[src/rtl/cu_issue_queue_if.sv]
// Handshake/bus bundle between the issue queue, the cu datapath and the
// result consumer. master = environment side, slave = issue queue side.
interface cu_issue_queue_if #(
    parameter int DEPTH = 4,
    parameter int IW    = 19,
    parameter int DW    = 8
);
    localparam int CW = $clog2(DEPTH) + 1;

    logic          in_valid;
    logic          in_ready;
    logic [IW-1:0] in_instr;
    logic          issue_en;
    logic          flush;
    logic [IW-1:0] cu_instr;
    logic [DW-1:0] cu_result;
    logic          res_valid;
    logic          res_ready;
    logic [DW-1:0] res_data;
    logic [2:0]    res_op;
    logic [CW-1:0] count;
    logic          empty;
    logic          full;
    logic [15:0]   done_cnt;

    modport master (
        output in_valid, in_instr, issue_en, flush, cu_result, res_ready,
        input  in_ready, cu_instr, res_valid, res_data, res_op,
        input  count, empty, full, done_cnt
    );

    modport slave (
        input  in_valid, in_instr, issue_en, flush, cu_result, res_ready,
        output in_ready, cu_instr, res_valid, res_data, res_op,
        output count, empty, full, done_cnt
    );
endinterface

[src/rtl/cu_issue_queue.sv]
// Issue stage for the cu control unit: FIFO of instruction words, a
// registered issue slot (S1) feeding cu, and a result register (S2).
// Ports: clk, rst_n (async active-low), bus (cu_issue_queue_if.slave).
module cu_issue_queue #(
    parameter int DEPTH = 4,
    parameter int IW    = 19,
    parameter int DW    = 8
) (
    input logic             clk,
    input logic             rst_n,
    cu_issue_queue_if.slave bus
);
    localparam int AW = $clog2(DEPTH);

    logic [IW-1:0] mem_q [DEPTH];
    logic [AW:0]   wptr_q, wptr_d;
    logic [AW:0]   rptr_q, rptr_d;
    logic          s1_v_q, s1_v_d;
    logic [IW-1:0] cu_instr_q, cu_instr_d;
    logic          res_valid_q, res_valid_d;
    logic [DW-1:0] res_data_q, res_data_d;
    logic [2:0]    res_op_q, res_op_d;
    logic [15:0]   done_q, done_d;

    logic          full, empty, push, pop, s2_load, s1_adv;
    logic [IW-1:0] pop_word;

    // Extra MSB on each pointer distinguishes full from empty.
    assign empty    = (wptr_q == rptr_q);
    assign full     = (wptr_q[AW] != rptr_q[AW]) &&
                      (wptr_q[AW-1:0] == rptr_q[AW-1:0]);
    assign push     = bus.in_valid && !full && !bus.flush;
    assign s2_load  = s1_v_q && (!res_valid_q || bus.res_ready);
    assign s1_adv   = !s1_v_q || s2_load;
    assign pop      = !empty && bus.issue_en && s1_adv;
    assign pop_word = mem_q[rptr_q[AW-1:0]];

    always_comb begin
        wptr_d      = wptr_q;
        rptr_d      = rptr_q;
        s1_v_d      = s1_v_q;
        cu_instr_d  = cu_instr_q;
        res_valid_d = res_valid_q;
        res_data_d  = res_data_q;
        res_op_d    = res_op_q;
        done_d      = done_q;

        if (push) wptr_d = wptr_q + 1'b1;

        if (pop) begin
            rptr_d = rptr_q + 1'b1;
            // NOP words are dropped here so they never reach S2.
            if (pop_word[IW-1 -: 3] == 3'b000) begin
                s1_v_d     = 1'b0;
                cu_instr_d = '0;
            end else begin
                s1_v_d     = 1'b1;
                cu_instr_d = pop_word;
            end
        end else if (s1_adv) begin
            s1_v_d     = 1'b0;
            cu_instr_d = '0;
        end

        if (s2_load) begin
            res_valid_d = 1'b1;
            res_data_d  = bus.cu_result;
            res_op_d    = cu_instr_q[IW-1 -: 3];
            if (done_q != 16'hFFFF) done_d = done_q + 16'd1;
        end else if (res_valid_q && bus.res_ready) begin
            res_valid_d = 1'b0;
        end

        // Flush wins; result payload and done counter are left intact.
        if (bus.flush) begin
            wptr_d      = '0;
            rptr_d      = '0;
            s1_v_d      = 1'b0;
            cu_instr_d  = '0;
            res_valid_d = 1'b0;
            res_data_d  = res_data_q;
            res_op_d    = res_op_q;
            done_d      = done_q;
        end
    end

    always_ff @(posedge clk or negedge rst_n) begin
        if (!rst_n) begin
            wptr_q      <= '0;
            rptr_q      <= '0;
            s1_v_q      <= 1'b0;
            cu_instr_q  <= '0;
            res_valid_q <= 1'b0;
            res_data_q  <= '0;
            res_op_q    <= '0;
            done_q      <= '0;
        end else begin
            wptr_q      <= wptr_d;
            rptr_q      <= rptr_d;
            s1_v_q      <= s1_v_d;
            cu_instr_q  <= cu_instr_d;
            res_valid_q <= res_valid_d;
            res_data_q  <= res_data_d;
            res_op_q    <= res_op_d;
            done_q      <= done_d;
        end
    end

    // Storage needs no reset: pointers define which entries are live.
    always_ff @(posedge clk) begin
        if (push) mem_q[wptr_q[AW-1:0]] <= bus.in_instr;
    end

    assign bus.in_ready  = !full && !bus.flush;
    assign bus.cu_instr  = cu_instr_q;
    assign bus.res_valid = res_valid_q;
    assign bus.res_data  = res_data_q;
    assign bus.res_op    = res_op_q;
    assign bus.count     = wptr_q - rptr_q;
    assign bus.empty     = empty;
    assign bus.full      = full;
    assign bus.done_cnt  = done_q;
endmodule

[src/flat_wrapper.sv]
// flat-port wrapper written by rule: the top's interface ports become plain ports
module cu_issue_queue_flat 
#(
    parameter int DEPTH = 4,
    parameter int IW    = 19,
    parameter int DW    = 8
)
  (clk, rst_n, bus_in_valid, bus_in_instr, bus_issue_en, bus_flush, bus_cu_result, bus_res_ready, bus_in_ready, bus_cu_instr, bus_res_valid, bus_res_data, bus_res_op, bus_count, bus_empty, bus_full, bus_done_cnt);
  cu_issue_queue_if #(.DEPTH(DEPTH), .IW(IW), .DW(DW)) bus_i ();
  input logic clk;
  input logic rst_n;
  input wire logic [$bits(bus_i.in_valid)-1:0] bus_in_valid;
  input wire logic [$bits(bus_i.in_instr)-1:0] bus_in_instr;
  input wire logic [$bits(bus_i.issue_en)-1:0] bus_issue_en;
  input wire logic [$bits(bus_i.flush)-1:0] bus_flush;
  input wire logic [$bits(bus_i.cu_result)-1:0] bus_cu_result;
  input wire logic [$bits(bus_i.res_ready)-1:0] bus_res_ready;
  output wire logic [$bits(bus_i.in_ready)-1:0] bus_in_ready;
  output wire logic [$bits(bus_i.cu_instr)-1:0] bus_cu_instr;
  output wire logic [$bits(bus_i.res_valid)-1:0] bus_res_valid;
  output wire logic [$bits(bus_i.res_data)-1:0] bus_res_data;
  output wire logic [$bits(bus_i.res_op)-1:0] bus_res_op;
  output wire logic [$bits(bus_i.count)-1:0] bus_count;
  output wire logic [$bits(bus_i.empty)-1:0] bus_empty;
  output wire logic [$bits(bus_i.full)-1:0] bus_full;
  output wire logic [$bits(bus_i.done_cnt)-1:0] bus_done_cnt;
  assign bus_i.in_valid = bus_in_valid;
  assign bus_i.in_instr = bus_in_instr;
  assign bus_i.issue_en = bus_issue_en;
  assign bus_i.flush = bus_flush;
  assign bus_i.cu_result = bus_cu_result;
  assign bus_i.res_ready = bus_res_ready;
  assign bus_in_ready = bus_i.in_ready;
  assign bus_cu_instr = bus_i.cu_instr;
  assign bus_res_valid = bus_i.res_valid;
  assign bus_res_data = bus_i.res_data;
  assign bus_res_op = bus_i.res_op;
  assign bus_count = bus_i.count;
  assign bus_empty = bus_i.empty;
  assign bus_full = bus_i.full;
  assign bus_done_cnt = bus_i.done_cnt;
  cu_issue_queue #(.DEPTH(DEPTH), .IW(IW), .DW(DW)) u_core (.clk(clk), .rst_n(rst_n), .bus(bus_i));
endmodule
[config.mk]
export PLATFORM = sky130hd
export DESIGN_NAME = cu_issue_queue_flat
export DESIGN_NICKNAME = d
export VERILOG_FILES = /design/src/rtl/cu_issue_queue_if.sv /design/src/rtl/cu_issue_queue.sv /design/src/flat_wrapper.sv
export SDC_FILE = /design/constraint.sdc
export NUM_CORES = 1
export LEC_CHECK = 0
export BUFFER_PORTS_ARGS = -buffer_cell sky130_fd_sc_hd__buf_4
export CAP_MARGIN = 5
export CORE_MARGIN = 2
export CORE_UTILIZATION = 30
export DETAILED_ROUTE_END_ITERATION = 10
export GPL_TIMING_DRIVEN = 0
export HOLD_SLACK_MARGIN = 0.1
export SYNTH_ARGS = -nofsm -noshare
export SYNTH_HDL_FRONTEND = slang
export SYNTH_SLANG_ARGS = --single-unit
[constraint.sdc]
create_clock -name clk -period 6.35 [get_ports clk]
set_input_delay 0 -clock clk [delete_from_list [all_inputs] [get_ports clk]]
set_output_delay 0 -clock clk [all_outputs]
set_load 0.02 [all_outputs]
==> key figures, run 1 <==
Finish
  – Most frequent cells in the layout: 85 x buf_4, 76 x edfxtp_1, 54 x dfrtp_1, 40 x nand2_1, 32 x dlygate4sd3_1
  – Share of cells above drive strength 1: 26.9%
  – Area added between synthesis and finish: 35.6%
  – Filler instances: 1573
  – NumNets Final: 499
  – Final core occ: 41.1%
  – N_diodes: 0
  – Most common cell after layout, fill and taps aside: buf_4

Route
  – Total Routed Length: 11.1 mm
  – Drt wl/cell: 16.0 um
  – DR pass1 iterations: 4
  – Post-DRT Antenna Nets: 0
  – Vias: 3134
  – Vias per inst: 4.52
  – Drt drc: 0
  – Starting DRT DRC Count: 143

Clock network
  – CTS tree: yes
  – Sink Count: 130
  – Post-CTS Repair Setup Buffers: 0
  – Reg clk slew, reported paths: 0.06 ns
  – Root buffer cell: clkbuf_16
  – Worst skew pair latency: 0.41 ns
  – PostCTS Resize Cnt: 0
  – Num CTS Buffers: 17
  – CTS max path bufs: 2
  – Maximum level of the CTS H-tree: 4

Synth
  – Post-Synth Simple-Gate Area: 8.09%
  – Synth Area per Inst: 16.2 um^2
  – Post-synthesis instance total: 321
  – Synthesized flop and latch total: 130
  – Seq/Total Area, Yosys: 70.0%
  – Multiplexer area fraction after synthesis: 10.1%
  – Ys Warns: 0
  – Xor/xnor share of the synthesized area: 3.04%
  – Post-Syn Area: 0.00519 mm^2
  – Number of synthesized flops with an enable pin: 76
  – Syn Nets: 363
  – Most used DFF post-synth: edfxtp_1
  – Post-synthesis compound-gate area fraction: 4.91%
  – Adder-cell share of the synthesized area: 2.31%
  – FFs w/ async S/R, synth: 41.5%
  – Largest family of logic cells by synthesized area: multiplexers
  – Netlist cell types: 39

GRT
  – First-pass GRT wire length: 17.7 mm
  – Antenna violations before repair: 0
  – Gr usage total: 12.9%
  – Largest net degree at the start of global routing: 55
  – Number of global-route vias before repair: 3328
  – Remaining global-route overflow: 0

Place
  – Place WS: 2.31 ns
  – Hpwl dp: 7.11 mm
  – GPL Wtd Cong: 0.778
  – Port bufs: 85

Floorplan
  – Die Span Y: 136 um
  – Die area: 0.0184 mm^2
  – Ports: 86
  – Die Wd: 136 um
  – # rows: 48
  – Starting density of the core: 30.3%
  – Core Area: 0.0171 mm^2

Timing
  – Fin crit share: 60.9%
  – Slew @ Worst Pin: 1.12 ns
  – Setup-failing EPs final: 0
  – Hold Violations, Final: 0
  – Fin. max-slew vios: 0
  – RSZ-0062 raised after global routing: false
  – Slew HR: 25.1%
  – Min cycle time layout: 3.87 ns
  – Max Clock Skew: 0.00917 ns
  – Setup ws final: 2.48 ns
  – Final setup TNS: 0 ns
  – Max Freq: 0.259 GHz

Power
  – Pleak: 2.91 nW
  – Total Power: 2.47 mW
  – PD cells: 350 mW/mm^2
  – Peak VDD IR: 0.266 mV

Critical path
  – Worst setup endpoint: u_core.mem_q[1][2]$_DFFE_PP_
  – Most frequent CP cell: clkbuf_1
  – Critical R2R Launch: u_core.rptr_q[1]$_DFFE_PN0P_
  – Critical path peak fanout: 19
  – Slowest stage cell, crit path: and2_1
  – CP required: 6.37 ns
  – R2r setup slk: 2.48 ns
  – Crit Path Class: register to register
  – Worst-path cell chain: clkbuf_1 -> clkbuf_1 -> inv_1 -> ha_1 -> nand2_1 -> o21ai_1 -> nor2_1 -> and2_1
  – Critical path arrival: 3.88 ns
  – Worst Setup SP: u_core.rptr_q[1]$_DFFE_PN0P_
  – CP max stage delay: 0.90 ns
  – CP Capture Type: register
  – R2r endpoint: u_core.mem_q[1][2]$_DFFE_PP_
  – Worst-case reg-to-reg path depth: 8
  – Crit start category: register

Worst hold path
  – HP Class: input pin to register

Flow run
  – Max_cap viols: 0

Run status
  – Status: complete, no violations
==> logic make-up (layout without fill, tap and decap cells) <==
logic type / count (synthesis) / count (layout)
flops: 130 / 130
xor+xnor: 18 / 18
simple gates: 91 / 91
compound gates: 30 / 30
buf+inv: 18 / 166
mux: 25 / 25
fa+ha+maj: 9 / 9
==> report_power, final <==
group | leakage [nW] | internal (mW) | switching, mW
sequential | 1.42 | 0.968 | 0.0477
clock | 0.296 | 0.677 | 0.335
combinational | 1.19 | 0.205 | 0.234
total | 2.91 | 1.85 | 0.616
==> Yosys cell counts (2+ instances only) <==
cell,n,share of area [%]
a22o_1,19,3.2
and2_1,4,0.48
and3_1,2,0.24
buf_6,2,0.43
clkbuf_1,8,0.58
dfrtp_1,54,26
edfxtp_1,76,44
ha_1,8,1.9
inv_1,6,0.43
mux2_1,4,0.87
mux2i_1,2,0.39
mux4_1,8,4.0
mux4_2,11,4.8
nand2_1,40,2.9
nand3_1,5,0.48
nand4_1,4,0.48
nor2_1,16,1.2
nor3_1,8,0.77
nor4_1,3,0.36
o211ai_1,4,0.58
or2_1,3,0.36
xnor2_1,7,1.2
xor2_1,11,1.9
==> sequential cells by signal, summed over array words and instances (netlist names) <==
signal                flops
u_core.mem_q             76
u_core.bus.cu_instr      19
u_core.bus.done_cnt      16
u_core.bus.res_data       8
u_core.bus.res_op         3
u_core.rptr_q             3
u_core.wptr_q             3
u_core.bus.res_valid      1
u_core.s1_v_q             1
==> final cells by class <==
cell class / count / area, um^2 / area share, %
inverter: 6 / 22.5 / 0.320
multi-input combinational: 173 / 1480 / 21.0
timing repair buffer: 117 / 958 / 13.6
clock inverter: 6 / 134 / 1.90
tap: 225 / 282 / 4.00
buffer: 12 / 61.3 / 0.870
clock buffer: 25 / 475 / 6.75
sequential: 130 / 3630 / 51.6
==> worst max-delay path: cells and delay by family (launching register included) <==
family | cells | cell delay (ns)
and+or+nand+nor | 3 | 1.30
DFF | 1 | 0.40
adders and majority gates | 1 | 0.33
AOI/OAI and AO/OA | 1 | 0.17
buffers and inverters | 3 | 1.27
==> per-layer routing <==
metal | vias to the layer above | routed length, um | track usage (%)
li1 | 1487 | - | -
met4 | 0 | 55 | 3.99
met5 | - | 0 | 0
met2 | 95 | 5540 | 21.7
met3 | 5 | 697 | 4.45
met1 | 1547 | 4780 | 15.6
==> worst min path at each step <==
| stage | start | endpoint | slack, ns | depth (start not counted) |
|---|---|---|---|---|
| detailed placement | rst_n | u_core.bus.done_cnt[10]$_DFFE_PN0P_ | 0.11 | 1 |
| global route | bus_flush | u_core.bus.cu_instr[18]$_DFFE_PN0P_ | 0.14 | 4 |
| finish | bus_flush | u_core.bus.cu_instr[16]$_DFFE_PN0P_ | 0.13 | 4 |
| floorplan | rst_n | u_core.bus.cu_instr[0]$_DFFE_PN0P_ | -0.30 | 0 |
| CTS | bus_flush | u_core.bus.cu_instr[17]$_DFFE_PN0P_ | 0.13 | 4 |
| global placement | rst_n | u_core.bus.done_cnt[10]$_DFFE_PN0P_ | 0.1 | 1 |
==> what timing repair did <==
| item | CTS | global route |
|---|---|---|
| hold buffers | 32 | 0 |
| endpoints found under the hold margin | 145 | 0 |
| endpoints found under the setup margin | 0 | 0 |
==> per-stage QoR <==
stage	std cells	hold slack (ns)	area, um^2
after CTS	694	0.125	7040
after global placement	631	0.0978	6110
after detailed placement	631	0.109	6110
after floorplan	321	-0.296	5190
after global routing	694	0.142	7040
final	694	0.132	7040
(Power assumes the default switching activity.)
==> inputs of run 2 (changes only) <==
==> constraint.sdc (replaced) <==
create_clock -name clk -period 3.1 [get_ports clk]
set_input_delay 0 -clock clk [delete_from_list [all_inputs] [get_ports clk]]
set_output_delay 0 -clock clk [all_outputs]
set_load 0.02 [all_outputs]
==> key figures, run 2 (synthesized netlist as in run 1, its figures left out) <==
Route
  – Starting DRT DRC Count: 131
  – DR pass1 iterations: 4
  – Drt drc: 0
  – Vias per inst: 4.53
  – Drt wl/cell: 16.0 um
  – Total Routed Length: 11.2 mm
  – Vias: 3173
  – Post-DRT Antenna Nets: 0

Floorplan
  – Die area: 0.0184 mm^2
  – Core Area: 0.0171 mm^2
  – # rows: 48
  – Die Span Y: 136 um
  – Starting density of the core: 30.3%
  – Die Wd: 136 um
  – Ports: 86

Timing
  – Setup ws final: 0.245 ns
  – Slew HR: 51.4%
  – Max Clock Skew: 0.0111 ns
  – Fin. max-slew vios: 0
  – Hold Violations, Final: 0
  – Slew @ Worst Pin: 0.729 ns
  – Fin crit share: 92.1%
  – Min cycle time layout: 2.86 ns
  – RSZ-0062 raised after global routing: false
  – Max Freq: 0.350 GHz
  – Setup-failing EPs final: 0

Finish
  – NumNets Final: 505
  – Most common cell after layout, fill and taps aside: buf_4
  – Area added between synthesis and finish: 38.2%
  – Share of cells above drive strength 1: 29.1%
  – Most frequent cells in the layout: 85 x buf_4, 76 x edfxtp_1, 54 x dfrtp_1, 40 x nand2_1, 32 x dlygate4sd3_1
  – Final core occ: 41.9%
  – Max FFs per register: 76
  – N_diodes: 0

Critical path
  – CP required: 3.21 ns
  – Worst Setup SP: u_core.rptr_q[1]$_DFFE_PN0P_
  – Worst-path cell chain: clkbuf_2 -> clkbuf_2 -> inv_1 -> ha_1 -> nand2_1 -> o21ai_1 -> nor2_1 -> and2_4 -> buf_12
  – Worst-case reg-to-reg path depth: 9
  – Worst setup endpoint: u_core.mem_q[3][9]$_DFFE_PP_
  – Slowest stage cell, crit path: dfrtp_1
  – R2r endpoint: u_core.mem_q[3][9]$_DFFE_PP_
  – Crit start category: register
  – CP max stage delay: 0.40 ns
  – CP Capture Type: register
  – R2r setup slk: 0.24 ns
  – Bufs and invs on worst path: 4
  – Critical path arrival: 2.97 ns
  – Critical path peak fanout: 13
  – Crit path depth: 9
  – Most frequent CP cell: clkbuf_2
  – Critical R2R Launch: u_core.rptr_q[1]$_DFFE_PN0P_
  – Crit Path Class: register to register
  – Critical path's top delay family: buffers and inverters

Clock network
  – Worst skew pair latency: 0.41 ns
  – Sink Count: 130
  – CTS max path bufs: 2
  – Root buffer cell: clkbuf_16
  – Reg clk slew, reported paths: 0.05 ns
  – Maximum level of the CTS H-tree: 4
  – CTS tree: yes
  – Num CTS Buffers: 17

Place
  – Place WS: -0.935 ns
  – Hpwl dp: 7.11 mm
  – Port bufs: 85
  – GPL Wtd Cong: 0.778

GRT
  – Number of global-route vias before repair: 3328
  – First-pass GRT wire length: 17.7 mm
  – Antenna violations before repair: 0
  – Remaining global-route overflow: 0
  – Gr usage total: 12.9%
  – Largest net degree at the start of global routing: 55

Power
  – Pleak: 2.97 nW
  – Peak VDD IR: 0.543 mV
  – PD cells: 705 mW/mm^2
  – Total Power: 5.06 mW

Flow run
  – Max_cap viols: 0

Run status
  – Status: complete, no violations

Worst hold path
  – HP Class: input pin to register
run 2: cell types whose count changed in the layout (fill, tap and decap cells not counted), sizes merged:
| cell | before | now |
|---|---|---|
| buf | 89 | 95 |
run 2: final cells by class:
type                    instances  area, um^2
repair buffers                123        1080
clock inverters                 6         134
well taps                     225         282
plain buffers                  12        63.8
inverters                       6        22.5
fillers                      1558        9940
flip-flops and latches        130        3630
clock buffers                  25         475
multi-input cells             173        1490
run 2: report_power, final:
group          internal, mW  total, mW  switching, mW
Combinational         0.432      0.913          0.481
Sequential             1.98       2.08         0.0986
Clock                  1.39       2.07          0.679
Total                  3.80       5.06           1.26
run 2: repair_timing:
action	CTS	global route
gates cloned	0	0
buffers inserted	0	6
hold buffers	32	0
resized for setup	10	0
pin swaps	0	4
hold endpoints to repair	145	0
endpoints found under the setup margin	89	76
run 2: stage by stage:
stage / TNS, ns / area [um^2] / cells / hold slack (ns)
CTS: 0 / 7060 / 694 / 0.125
detailed placement: -70.15 / 6110 / 631 / 0.109
global route: 0 / 7180 / 700 / 0.142
global placement: -65.13 / 6110 / 631 / 0.0978
finish: 0 / 7180 / 700 / 0.133
floorplan: 0 / 5190 / 321 / -0.296
run 2: routing by layer:
metal | vias up | GRT usage, % | routed length [um]
met5 | - | 0 | 0
met4 | 0 | 3.99 | 65
met3 | 6 | 4.45 | 647
met2 | 94 | 21.7 | 5570
met1 | 1571 | 15.6 | 4910
li1 | 1502 | - | -
run 2: worst reg2reg max path, stage by stage (launching register included):
cell and delay, ns:
dfrtp_1 0.40, clkbuf_2 0.31, clkbuf_2 0.36, inv_1 0.14
ha_1 0.31, nand2_1 0.21, o21ai_1 0.18, nor2_1 0.26
and2_4 0.24, buf_12 0.16
run 2: worst min path at each step:
stage | start | end | slack [ns] | cells after the start
2_1_floorplan | rst_n | u_core.bus.cu_instr[0]$_DFFE_PN0P_ | -0.30 | 0
3_3_place_gp | rst_n | u_core.bus.done_cnt[10]$_DFFE_PN0P_ | 0.1 | 1
3_5_place_dp | rst_n | u_core.bus.done_cnt[10]$_DFFE_PN0P_ | 0.11 | 1
4_1_cts | bus_flush | u_core.bus.cu_instr[17]$_DFFE_PN0P_ | 0.13 | 4
5_1_grt | bus_flush | u_core.bus.cu_instr[18]$_DFFE_PN0P_ | 0.14 | 4
6_report | bus_flush | u_core.bus.cu_instr[16]$_DFFE_PN0P_ | 0.13 | 4
